File: src/rtl/regbank_arbiter.sv
// rtl/regbank_arbiter.sv - fixed-priority register bank arbiter with debug starvation guard
//
// Purpose:
//   Shares one register bank (two read ports, one write port, registered read
//   data) between the core datapath and a debug/loader port. The core wins
//   every contended cycle unless debug has been denied MAX_WAIT cycles in a
//   row, in which case debug is forced through.
//
// Ports:
//   clk, reset               rising-edge clock, asynchronous active-low reset
//   core_req/we/ra1/ra2/wa/wd core request, write enable, addresses, write data
//   core_gnt, core_stall     core grant (combinational), core_req & ~core_gnt
//   core_rvalid/rd1/rd2      core read return, one cycle after a core grant
//   dbg_req/we/addr/wd       debug request, write enable, address, write data
//   dbg_gnt                  debug grant (combinational)
//   dbg_rvalid/rd            debug read return, one cycle after a debug read grant
//   bk_ra1/ra2/wa/we/wd      bank address, write-enable and write-data drive
//   bk_rd1/rd2               bank registered read data

module regbank_arbiter #(
    parameter int MAX_WAIT = 4,
    parameter int DW       = 32,
    parameter int AW       = 5
) (
    input  logic          clk,
    input  logic          reset,
    input  logic          core_req,
    input  logic          core_we,
    input  logic [AW-1:0] core_ra1,
    input  logic [AW-1:0] core_ra2,
    input  logic [AW-1:0] core_wa,
    input  logic [DW-1:0] core_wd,
    output logic          core_gnt,
    output logic          core_stall,
    output logic          core_rvalid,
    output logic [DW-1:0] core_rd1,
    output logic [DW-1:0] core_rd2,
    input  logic          dbg_req,
    input  logic          dbg_we,
    input  logic [AW-1:0] dbg_addr,
    input  logic [DW-1:0] dbg_wd,
    output logic          dbg_gnt,
    output logic          dbg_rvalid,
    output logic [DW-1:0] dbg_rd,
    output logic [AW-1:0] bk_ra1,
    output logic [AW-1:0] bk_ra2,
    output logic [AW-1:0] bk_wa,
    output logic          bk_we,
    output logic [DW-1:0] bk_wd,
    input  logic [DW-1:0] bk_rd1,
    input  logic [DW-1:0] bk_rd2
);

    typedef enum logic [1:0] {
        OWN_NONE   = 2'd0,
        OWN_CORE   = 2'd1,
        OWN_DBG_RD = 2'd2
    } owner_t;

    localparam logic [3:0] WAIT_MAX = 4'(MAX_WAIT);

    logic [3:0]    wait_cnt;
    logic          force_dbg;
    owner_t        owner;
    owner_t        owner_nxt;
    logic [DW-1:0] core_rd1_q;
    logic [DW-1:0] core_rd2_q;
    logic [DW-1:0] dbg_rd_q;
    logic          sel_we;

    // Arbitration. Grants are gated by reset so nothing reaches the bank
    // while the block is held in reset.
    assign force_dbg  = (wait_cnt == WAIT_MAX);
    assign dbg_gnt    = reset & dbg_req & (~core_req | force_dbg);
    assign core_gnt   = reset & core_req & ~dbg_gnt;
    assign core_stall = core_req & ~core_gnt;

    // Bank drive mux; idle cycles present all-zero addresses and data.
    always_comb begin
        bk_ra1 = '0;
        bk_ra2 = '0;
        bk_wa  = '0;
        bk_wd  = '0;
        sel_we = 1'b0;
        if (core_gnt) begin
            bk_ra1 = core_ra1;
            bk_ra2 = core_ra2;
            bk_wa  = core_wa;
            bk_wd  = core_wd;
            sel_we = core_we;
        end else if (dbg_gnt) begin
            bk_ra1 = dbg_addr;
            bk_ra2 = dbg_addr;
            bk_wa  = dbg_addr;
            bk_wd  = dbg_wd;
            sel_we = dbg_we;
        end
    end

    // r0 is hardwired zero: suppress any write that targets it.
    assign bk_we = sel_we & (bk_wa != '0);

    // Starvation counter: counts consecutive denied debug cycles, saturating.
    always_ff @(posedge clk or negedge reset) begin
        if (!reset) begin
            wait_cnt <= 4'd0;
        end else if (dbg_gnt || !dbg_req) begin
            wait_cnt <= 4'd0;
        end else if (wait_cnt != WAIT_MAX) begin
            wait_cnt <= wait_cnt + 4'd1;
        end
    end

    // Owner tracks who gets the read data the bank returns next cycle.
    always_ff @(posedge clk or negedge reset) begin
        if (!reset) begin
            owner <= OWN_NONE;
        end else begin
            owner <= owner_nxt;
        end
    end

    always_comb begin
        owner_nxt   = OWN_NONE;
        core_rvalid = 1'b0;
        dbg_rvalid  = 1'b0;
        if (core_gnt) begin
            owner_nxt = OWN_CORE;
        end else if (dbg_gnt && !dbg_we) begin
            owner_nxt = OWN_DBG_RD;
        end
        if (owner == OWN_CORE) begin
            core_rvalid = 1'b1;
        end
        if (owner == OWN_DBG_RD) begin
            dbg_rvalid = 1'b1;
        end
    end

    // Hold registers keep the last returned data visible between pulses;
    // during the valid cycle the bank data is passed straight through.
    always_ff @(posedge clk or negedge reset) begin
        if (!reset) begin
            core_rd1_q <= '0;
            core_rd2_q <= '0;
            dbg_rd_q   <= '0;
        end else begin
            if (core_rvalid) begin
                core_rd1_q <= bk_rd1;
                core_rd2_q <= bk_rd2;
            end
            if (dbg_rvalid) begin
                dbg_rd_q <= bk_rd1;
            end
        end
    end

    assign core_rd1 = core_rvalid ? bk_rd1 : core_rd1_q;
    assign core_rd2 = core_rvalid ? bk_rd2 : core_rd2_q;
    assign dbg_rd   = dbg_rvalid  ? bk_rd1 : dbg_rd_q;

endmodule

File: config.mk
export PLATFORM = sky130hd
export DESIGN_NAME = regbank_arbiter
export DESIGN_NICKNAME = d
export VERILOG_FILES = /design/src/rtl/regbank_arbiter.sv
export SDC_FILE = /design/constraint.sdc
export NUM_CORES = 1
export LEC_CHECK = 0
export ABC_AREA = 0
export CAP_MARGIN = 20
export CORE_AREA = 4 4 114 116
export DETAILED_ROUTE_END_ITERATION = 8
export DIE_AREA = 0 0 118 120
export DONT_BUFFER_PORTS = 1
export PLACE_DENSITY = 0.47
export SLEW_MARGIN = 25
export SYNTH_ARGS = -nofsm -noshare
export SYNTH_HDL_FRONTEND = slang
export SYNTH_SLANG_ARGS = --single-unit
File: constraint.sdc
create_clock -name clk -period 2.3 [get_ports clk]
set_clock_uncertainty 0.1 [all_clocks]
set_input_delay 0.46 -clock clk [delete_from_list [all_inputs] [get_ports clk]]
set_output_delay 0.46 -clock clk [all_outputs]
set_load 0.01 [all_outputs]
* After elaboration in Yosys (flattened, before gate mapping)
Index checks and enable logic that the tools add are counted.
** Word-level totals
- Word-level logic and storage cells :: 43
- Input bits :: 154
- Register bits :: 102
** Operators by class
- Bitwise gates (word level) :: 10
- Reduce and logical (&&, ||, !) cells :: 6
- Multiplexer cells :: 17
- $add $sub $neg :: 1
- Equality and inequality tests :: 4
** Operators with widths (number)
- $mux W32 :: 5
- $mux W5 :: 4
- $mux W4 :: 2
- $and A1 B1 Y1 :: 6
- $reduce_bool A5 Y1 :: 1
- $add A4 B1 Y4 const B :: 1
- $eq A4 B3 Y1 const B :: 1
- $mux W1 :: 4
- $mux W2 :: 2
- $ne A4 B3 Y1 const B :: 1
- $not A1 Y1 :: 3
- $eq A2 B1 Y1 const B :: 1
- $eq A2 B2 Y1 const B :: 1
- $logic_not A1 Y1 :: 2
- $reduce_bool A2 Y1 :: 1
- $logic_and A1 B1 Y1 :: 1
- $logic_or A1 B1 Y1 :: 1
- $or A1 B1 Y1 :: 1

* Depth between registers and ports, before layout
Gate-level depths: netlist (run 1).
- Depth in word-level cells :: 8
- Mapped depth :: 8
- Gate-level depth less buffers :: 6

* Worst setup path before layout (run 1)
No wires, ideal clock.
- Path kind :: reg2out
- Start :: register wait_cnt[0]
- End :: output port bk_we
- Cell stages (with the launch flop) :: 8
- Buffers on the path :: 1
- Setup slack :: 0.266 ns
- Arrival time :: 1.474 ns
- Data required time :: 1.740 ns
- Cells stage by stage :: dfrtp_1 > inv_1 > ha_1 > nand3b_4 > a21oi_2 > buf_2 > a32oi_1 > a21oi_1
** Between the ends
- Word-level cells in the longest chain between the ends :: 8
** Ends and longest elaborated chain
- start, declared :: RTL line 62 : logic [3:0] wait_cnt;
- start signal, assigned :: RTL line 110 : wait_cnt <= wait_cnt + 4'd1;
- $eq A4 B3 Y1 * :: RTL line 73 : assign force_dbg = (wait_cnt == WAIT_MAX);
- $or A1 B1 Y1 * :: RTL line 74 : assign dbg_gnt = reset & dbg_req & (~core_req | force_dbg);
- $and A1 B1 Y1 * :: RTL line 74
- named net dbg_gnt :: RTL line 42 : output logic dbg_gnt,
- $not A1 Y1 :: RTL line 75 : assign core_gnt = reset & core_req & ~dbg_gnt;
- $and A1 B1 Y1 :: RTL line 75
- $mux W5 :: RTL line 85 : if (core_gnt) begin
- $reduce_bool A5 Y1 :: RTL line 101 : assign bk_we = sel_we & (bk_wa != '0);
- $and A1 B1 Y1 * :: RTL line 101
- end, declared :: RTL line 48 : output logic bk_we,
Mark *: on every way through the listed nets, which the timed path passes. The rest lies on a longest branch.

* Worst setup path after layout (run 1)
- Start :: register wait_cnt[0]
- End :: output port bk_wd[0]
** Between the ends
- Word-level cells in the longest chain between the ends :: 6
** Ends and longest elaborated chain
- $eq A4 B3 Y1 * :: RTL line 73
- $or A1 B1 Y1 * :: RTL line 74
- $and A1 B1 Y1 * :: RTL line 74
- $not A1 Y1 :: RTL line 75
- $and A1 B1 Y1 :: RTL line 75
- $mux W32 * :: RTL line 85
- end, declared :: RTL line 49 : output logic [DW-1:0] bk_wd,
Mark *: on every way between the ends. The rest lies on a longest branch, timed or not.

==> results of run 1 <==
==> metrics by stage <==
step | worst slack (ns) | TNS (ns)
floorplan | 0.2657 | 0
global placement | 0.07944 | 0
finish | -0.03571 | -0.8201
CTS | -0.06269 | -2.137
global route | -0.1246 | -5.393
detailed placement | -0.003665 | -0.003665
==> cell type report <==
| class | count | area (µm²) |
|---|---|---|
| Multi-Input combinational cell | 174 | 1866 |
| Tap cell | 147 | 183.9 |
| Fill cell | 1079 | 6751 |
| Clock inverter | 4 | 72.57 |
| Inverter | 4 | 15.01 |
| Timing Repair Buffer | 17 | 231.5 |
| Clock buffer | 10 | 239.0 |
| Sequential cell | 102 | 2552 |
==> repair_timing <==
action,in CTS,in global routing
endpoints found under the hold margin,102,102
pin swaps,2,3
buffers inserted,4,2
setup endpoints to repair,50,49
gates resized for setup,16,14
gates cloned,1,2
==> placed cells by master, fill, tap and decap left out, types with 2 or more instances in the layout <==
cell and n:
a21oi_1 3, a22o_1 34, a22o_4 13, buf_12 4, buf_4 7, buf_6 3, bufinv_16 2, clkbuf_16 11
dfrtp_1 102, inv_1 2, inv_2 2, mux2_2 96, nand2_1 3, nor2_1 6, nor3_1 2, o211a_4 2
xnor2_1 2
==> critical path: stages, from the launching register on <==
cell	delay (ns)
dfrtp_1	0.40
inv_2	0.08
ha_4	0.14
nand3b_4	0.11
a21oi_4	0.15
buf_6	0.12
buf_6	0.19
a22o_1	0.24
==> logic make-up (layout without fill, tap and decap cells) <==
family                   after synthesis  in the layout  synth area share (%)
XOR/XNOR                               2              2                0.3967
flip-flops                           102            102                 57.79
buffers and inverters                 26             35                 3.938
adder cells (fa/ha/maj)                2              2                0.5665
AO/OA/AOI/OAI                         54             55                 10.40
multiplexers                          96             96                 24.48
AND/OR/NAND/NOR                       19             19                 2.436
==> metal layers <==
layer	vias up	routed length [µm]
met4	0	280
met5	-	0
met3	18	1214
li1	1121	-
met2	162	6984
met1	1322	4022
==> cell usage after synthesis (all sizes together) <==
| cell type | instances | area [µm²] |
|---|---|---|
| nor3 | 2 | 10.01 |
| a21oi | 5 | 28.78 |
| nor2b | 3 | 18.77 |
| buf | 21 | 155.2 |
| a22o | 47 | 411.6 |
| a32oi | 1 | 8.760 |
| nand3 | 1 | 5.000 |
| clkbuf | 1 | 3.750 |
| nor2 | 6 | 22.52 |
| nand2 | 3 | 11.26 |
| inv | 4 | 15.01 |
| nand3b | 1 | 20.02 |
| xnor2 | 2 | 17.52 |
| mux2 | 96 | 1081 |
| or4 | 1 | 7.510 |
| nand2b | 2 | 12.51 |
| o211a | 1 | 10.01 |
| dfrtp | 102 | 2552 |
| ha | 2 | 25.02 |
==> report_power, final <==
part / switching, µW / internal, µW
Combinational: 618 / 440
Clock: 626 / 969
Sequential: 85.2 / 2150
==> registers in the layout, indices dropped and copies added, names as in the netlist <==
name	flops
core_rd1_q	32
core_rd2_q	32
dbg_rd_q	32
owner	2
wait_cnt	4
==> final timing paths <==
kind | end | slack, ns | startpoint | cells past startpoint
min in group clk | owner[1] | 0.08 | dbg_we | 1
max in group asynchronous | wait_cnt[3] | 2.27 | reset | 0
hold / removal | dbg_rd_q[23] | -0.29 | reset | 0
setup / recovery | bk_wd[0] | -0.04 | wait_cnt[0] | 7
hold reg to reg | core_rd1_q[10] | 0.44 | core_rd1_q[10] | 1
setup reg to reg | wait_cnt[0] | 0.62 | wait_cnt[0] | 8
==> run_results.csv, run 1 <==
group,metric,value,unit
final_layout,area_growth,16.83,%
global_routing,met2_usage,30.97,%
run_status,violations,"negative hold slack, negative setup slack",
yosys,syn_area,4417,µm²
worst_setup_path,end_kind,"output pin",
floorplan,dieWidth,118,µm
sta,finalSetupViolations,45,
sta,rsz0062_at_grt,"true",
global_routing,grt.total_usage,17.27,%
worst_setup_path,crit_type,"reg -> out",
hold_path,min_path_type,"in -> async",
global_routing,grtUsageMet3,7.776,%
floorplan,dieArea,14160,µm²
worst_setup_path,startpoint_type,"flip-flop",
floorplan,coreArea,11910,µm²
floorplan,die_y,120,µm
floorplan,rows,40,
place,dpl.cell_count,435,
drt,final_antenna_net_count,0,
final_layout,final_area,5160,µm²
final_layout,n_antenna_cell,0,
final_layout,stdcell_count,458,
power_and_ir_drop,ir_worst_vdd,0.0003286,V
power_and_ir_drop,finalPower,4891,µW
global_routing,top_usage_layer,"met2",
worst_setup_path,path_max_fanout,20,
drt,dr.first_iter.drc_count,114,
yosys,ys_ff_latch,102,
clock_network,htreeDepth,3,
yosys,netlist-cell-type-count,22,
sta,timing.fmax,0.4281,GHz
drt,drtPass1Iterations,4,
clock_network,clock_latency,0.34,ns
global_routing,grt_pass1_wl,18.34,mm
run_status,status,"complete, but fails checks",
sta,finalHoldViolCount,102,
global_routing,antenna_found_initial,0,
sta,layout_worst_path_cycle_share,101.6,%
final_layout,fin_util,43.32,%
power_and_ir_drop,powerDensity,947.9,nW/µm²
worst_setup_path,critPathArrivalTime,1.78,ns
floorplan,boundaryPins,303,
sta,worst_slew_pin_slew,0.2777,ns
drt,totalWireLength,12.50,mm
worst_setup_path,crit_required,1.74,ns
drt,drc,0,
clock_network,cts_buffer_depth,2,
place,placement.cell_area,4564,µm²
drt,wl_per_cell,27.29,µm
place,place.gp.congestion,0.7865,
final_layout,nNetsFinal,464,
clock_network,cts_made_buffers,9,
yosys,ys_seq_area_share,57.79,%
yosys,netlist_instances,301,
clock_network,cts_tree,"yes",
drt,vias,2623,
place,portBuffers,0,
flow_run,cap_viol_max_count,0,
final_layout,final_layout_size_suffix_gt1_share,48.55,%
sta,final_max_slew_viol_count,0,
global_routing,grt.overflow.total,0,
floorplan,start_util,37.08,%
drt,via_per_inst,5.727,
sta,worst_slack,-0.03571,ns
clock_network,cts.root.buffer_cell,"clkbuf_16",
yosys,avgSynthCellArea,14.67,µm²
global_routing,grt_pass1_vias,2924,
yosys,synth_fp_nets,457,
yosys,yosysWarnings,0,
clock_network,cts.sinks,102,
power_and_ir_drop,p_leak,0.002208,µW
sta,period_needed,2.336,ns
sta,whs,-0.2910,ns
place,hpwl,9.383,mm
global_routing,grt_max_degree,106,
global_routing,met1_usage,17.55,%
clock_network,path_clk_slew,0.06,ns
sta,slew_headroom,81.49,%
No activity file was read; power rests on OpenSTA's default activity.
==> inputs of run 2 (changes only) <==
- PLACE_DENSITY: 0.47 -> not set
- PLACE_DENSITY_LB_ADDON: not set -> 0.25
==> run_results.csv, run 2 (same netlist as run 1, synthesis figures left out) <==
group,metric,value,unit
floorplan,rows,40,
sta,final_max_slew_viol_count,0,
place,place.gp.congestion,0.8592,
hold_path,min_path_type,"in -> async",
clock_network,htreeDepth,3,
global_routing,grt_pass1_wl,19.01,mm
worst_setup_path,cp_top_family,"compound AO/OA/AOI/OAI gates",
global_routing,antenna_found_initial,0,
floorplan,dieArea,14160,µm²
final_layout,area_growth,17.82,%
drt,drtPass1Iterations,4,
floorplan,die_y,120,µm
run_status,violations,"negative hold slack, negative setup slack",
clock_network,cts_tree,"yes",
sta,finalHoldViolCount,102,
sta,finalSetupViolations,48,
clock_network,cts_made_buffers,9,
final_layout,final_cell_mix,"dfrtp_1 (102), mux2_2 (96), a22o_1 (33)",
drt,final_antenna_net_count,0,
drt,vias,2633,
drt,dr.first_iter.drc_count,151,
worst_setup_path,end_kind,"output pin",
final_layout,layout.area.seq,2552,µm²
clock_network,path_clk_slew,0.07,ns
worst_setup_path,cp_cell_sequence,"inv_2, ha_4, nand3b_4, a21oi_4, buf_12, a32oi_2, a21oi_1, buf_4",
global_routing,grt_max_degree,105,
clock_network,cts_buffer_depth,2,
clock_network,clock_latency,0.34,ns
final_layout,multi_input_area,1866,µm²
final_layout,n_fill_cell,1073,
worst_setup_path,startpoint_type,"flip-flop",
global_routing,grt.total_usage,17.79,%
sta,setup_tns,-2.852,ns
sta,whs,-0.2970,ns
final_layout,top_regs,"core_rd1_q x32, core_rd2_q x32, dbg_rd_q x32",
sta,timing.fmax,0.4154,GHz
global_routing,grt_pass1_vias,2932,
clock_network,cts.root.buffer_cell,"clkbuf_16",
worst_setup_path,cp_slowest_cell,"dfrtp_1",
final_layout,layout_commonest_cell,"dfrtp_1",
sta,worst_slew_pin_slew,0.2729,ns
global_routing,grt.overflow.total,0,
sta,rsz0062_at_grt,"true",
final_layout,final_layout_size_suffix_gt1_share,49.04,%
place,hpwl,9.679,mm
floorplan,coreArea,11910,µm²
sta,worst_slack,-0.1071,ns
drt,drc,0,
sta,layout_worst_path_cycle_share,104.7,%
floorplan,boundaryPins,303,
run_status,status,"complete, but fails checks",
worst_setup_path,crit_required,1.74,ns
flow_run,cap_viol_max_count,0,
clock_network,cts.sinks,102,
worst_setup_path,path_max_fanout,8,
worst_setup_path,max_stage_delay,0.40,ns
power_and_ir_drop,powerDensity,965.5,nW/µm²
final_layout,n_antenna_cell,0,
power_and_ir_drop,ir_worst_vdd,0.0004110,V
sta,slew_headroom,81.81,%
drt,via_per_inst,5.736,
drt,totalWireLength,12.90,mm
worst_setup_path,path_buf_inv,3,
drt,wl_per_cell,28.11,µm
floorplan,dieWidth,118,µm
final_layout,nNetsFinal,463,
worst_setup_path,crit_type,"reg -> out",
power_and_ir_drop,p_leak,0.002235,µW
floorplan,start_util,37.08,%
sta,period_needed,2.407,ns
place,portBuffers,0,
worst_setup_path,critPathArrivalTime,1.85,ns
-- run 2: layer usage --
metal | routed length (µm) | vias to the layer above | GRT usage (%)
met5 | 0 | - | 0
met4 | 278 | 0 | 7.253
met3 | 1423 | 19 | 8.954
met2 | 6909 | 176 | 30.72
met1 | 4291 | 1324 | 18.40
li1 | - | 1114 | -
-- run 2: metrics by stage --
step           utilization [%]  setup slack (ns)  instance area [µm²]  total power (µW)  cells
3_3_place_gp             38.36            0.1299                 4569              3260    434
3_5_place_dp             38.36           0.07285                 4569              3293    434
4_1_cts                  42.31           -0.1116                 5040              5055    454
5_1_grt                  43.69           -0.1759                 5204              5276    459
2_1_floorplan                -            0.2657                 4417              3088    301
6_report                 43.69           -0.1071                 5204              5024    459
-- run 2: worst reg2reg max path, stage by stage (launching register included) --
cell	delay, ns
dfrtp_1	0.40
inv_2	0.09
ha_4	0.15
nand3b_4	0.11
a21oi_4	0.23
buf_4	0.17
clkbuf_16	0.16
nand2b_1	0.18
nor2_1	0.08
-- run 2: cell type report --
| type | instances | area share (%) |
|---|---|---|
| Clock buffer | 12 | 5.121 |
| Clock inverter | 4 | 1.467 |
| Inverter | 4 | 0.2885 |
| Multi-Input combinational cell | 173 | 35.85 |
| Sequential cell | 102 | 49.05 |
| Tap cell | 147 | 3.534 |
| Timing Repair Buffer | 17 | 4.689 |
-- run 2: path summary, 6_finish.rpt --
check,from,to,slack [ns],depth (start not counted)
min in group clk,dbg_we,owner[1],0.07,1
max in group asynchronous,reset,core_rd2_q[14],2.28,0
worst min-delay path,reset,dbg_rd_q[22],-0.30,0
worst max register to register,wait_cnt[1],wait_cnt[1],0.53,8
worst min register to register,dbg_rd_q[2],dbg_rd_q[2],0.44,1
worst max-delay path,wait_cnt[1],bk_we,-0.11,8
-- run 2: timing repair --
item	in CTS	in global routing
endpoints found under the setup margin	49	71
hold endpoints to repair	102	102
pin swaps	2	2
setup buffers	3	3
resized for setup	14	12
cloned	1	2
-- run 2: power by group --
part | internal, µW | switching, µW
clock | 1050 | 662
sequential | 2150 | 86.5
combinational | 449 | 627
==> inputs of run 3 (changes only) <==
- CTS_BUF_LIST: not set -> sky130_fd_sc_hd__clkbuf_8
==> run_results.csv, run 3 (same netlist as run 1, synthesis figures left out) <==
group,metric,value,unit
run_status,status,"complete, but fails checks",
run_status,violations,"negative hold slack, negative setup slack",
worst_setup_path,cp_top_family,"compound AO/OA/AOI/OAI gates",
global_routing,grt.total_usage,17.81,%
global_routing,grt_pass1_wl,18.99,mm
worst_setup_path,end_kind,"output pin",
final_layout,final_layout_size_suffix_gt1_share,49.21,%
sta,layout_worst_path_cycle_share,106.3,%
final_layout,layout.area.seq,2552,µm²
sta,finalHoldViolCount,102,
final_layout,final_cell_mix,"dfrtp_1 (102), mux2_2 (79), a22o_1 (34)",
worst_setup_path,startpoint_type,"flip-flop",
drt,final_antenna_net_count,0,
final_layout,layout_commonest_cell,"dfrtp_1",
sta,worst_slew_pin_slew,0.2235,ns
worst_setup_path,crit_required,1.74,ns
clock_network,cts_tree,"yes",
drt,dr.first_iter.drc_count,139,
drt,drtPass1Iterations,4,
flow_run,cap_viol_max_count,0,
clock_network,path_clk_slew,0.10,ns
global_routing,grt.overflow.total,0,
final_layout,area_growth,19.21,%
clock_network,cts.sinks,102,
drt,top_layer,"met4",
worst_setup_path,path_max_fanout,11,
floorplan,dieWidth,118,µm
floorplan,die_y,120,µm
final_layout,top_regs,"core_rd1_q x32, core_rd2_q x32, dbg_rd_q x32",
clock_network,clock_latency,0.37,ns
worst_setup_path,crit_type,"reg -> out",
worst_setup_path,max_stage_delay,0.41,ns
final_layout,fin_util,44.20,%
worst_setup_path,critPathArrivalTime,1.88,ns
place,hpwl,9.679,mm
global_routing,grt_pass1_vias,2933,
power_and_ir_drop,p_leak,0.002293,µW
final_layout,nNetsFinal,468,
floorplan,boundaryPins,303,
worst_setup_path,cp_cell_sequence,"inv_2, ha_4, nand3b_4, a21oi_4, buf_4, clkbuf_16, a22o_1",
drt,wl_per_cell,28.92,µm
drt,wl_met2,7.194,mm
drt,via_per_inst,5.765,
floorplan,rows,40,
final_layout,multi_input_area,1921,µm²
place,place.gp.congestion,0.8592,
power_and_ir_drop,powerDensity,894.2,nW/µm²
clock_network,cts.root.buffer_cell,"clkbuf_8",
final_layout,n_antenna_cell,0,
drt,drc,0,
power_and_ir_drop,ir_worst_vdd,0.0003485,V
clock_network,cts_buffer_depth,2,
sta,final_max_slew_viol_count,0,
floorplan,start_util,37.08,%
clock_network,htreeDepth,3,
drt,wirelength_met1,4.552,mm
sta,finalSetupViolations,48,
sta,timing.fmax,0.4090,GHz
sta,slew_headroom,85.10,%
floorplan,dieArea,14160,µm²
drt,totalWireLength,13.42,mm
place,portBuffers,0,
drt,route.met3.wl,1.391,mm
sta,rsz0062_at_grt,"true",
drt,vias,2675,
worst_setup_path,cp_slowest_cell,"dfrtp_1",
worst_setup_path,path_buf_inv,3,
sta,whs,-0.3305,ns
global_routing,antenna_found_initial,0,
power_and_ir_drop,finalPower,4708,µW
final_layout,n_fill_cell,1079,
floorplan,coreArea,11910,µm²
sta,worst_slack,-0.1449,ns
clock_network,cts_made_buffers,9,
hold_path,min_path_type,"in -> async",
sta,period_needed,2.445,ns
global_routing,grt_max_degree,105,
run 3: changes by cell type in the layout (fill, tap and decap cells not counted), moves of 7 or more:
| cell | before | now |
|---|---|---|
| mux2_2 | 96 | 79 |
| clkbuf_8 | 3 | 12 |
| mux2_4 | 0 | 17 |
| clkbuf_16 | 11 | 4 |
run 3: path summary, 6_finish.rpt:
| path | slack [ns] | end | depth (start not counted) | startpoint |
|---|---|---|---|---|
| max in group asynchronous | 2.30 | core_rd2_q[25] | 0 | reset |
| worst min-delay path | -0.33 | core_rd1_q[4] | 0 | reset |
| worst min register to register | 0.43 | core_rd1_q[16] | 1 | core_rd1_q[16] |
| worst max register to register | 0.52 | wait_cnt[1] | 8 | wait_cnt[1] |
| min in group clk | 0.17 | core_rd2_q[1] | 1 | bk_rd2[1] |
| worst max-delay path | -0.14 | bk_wd[29] | 7 | wait_cnt[1] |
run 3: cell type report:
class | instances | area share [%]
Inverter | 4 | 0.2852
Clock inverter | 4 | 1.450
Sequential cell | 102 | 48.48
Clock buffer | 12 | 3.137
Timing Repair Buffer | 22 | 6.678
Tap cell | 147 | 3.493
Multi-Input combinational cell | 173 | 36.48
run 3: per-stage QoR:
| step | setup WS (ns) | std cells | cell area, µm² | setup TNS [ns] |
|---|---|---|---|---|
| detailed placement | 0.07285 | 434 | 4569 | 0 |
| CTS | -0.1638 | 454 | 4947 | -5.263 |
| global route | -0.2306 | 464 | 5265 | -9.421 |
| floorplan | 0.2657 | 301 | 4417 | 0 |
| finish | -0.1449 | 464 | 5265 | -4.793 |
| global placement | 0.1299 | 434 | 4569 | 0 |
run 3: power by group:
group	switching, µW	internal [µW]
clock	620	706
combinational	641	501
sequential	90.2	2150
total	1350	3360
run 3: timing repair:
item,in CTS,in global routing
endpoints found under the setup margin,71,92
pin swaps,2,2
gates cloned,1,5
gates resized for setup,16,29
buffers inserted,3,4
endpoints found under the hold margin,102,103
run 3: metal layers:
layer  global-route usage [%]  vias up
met3                    8.812       21
met2                    30.90      184
met4                    7.253        0
li1                         -     1124
met1                    18.38     1346
met5                        0        -
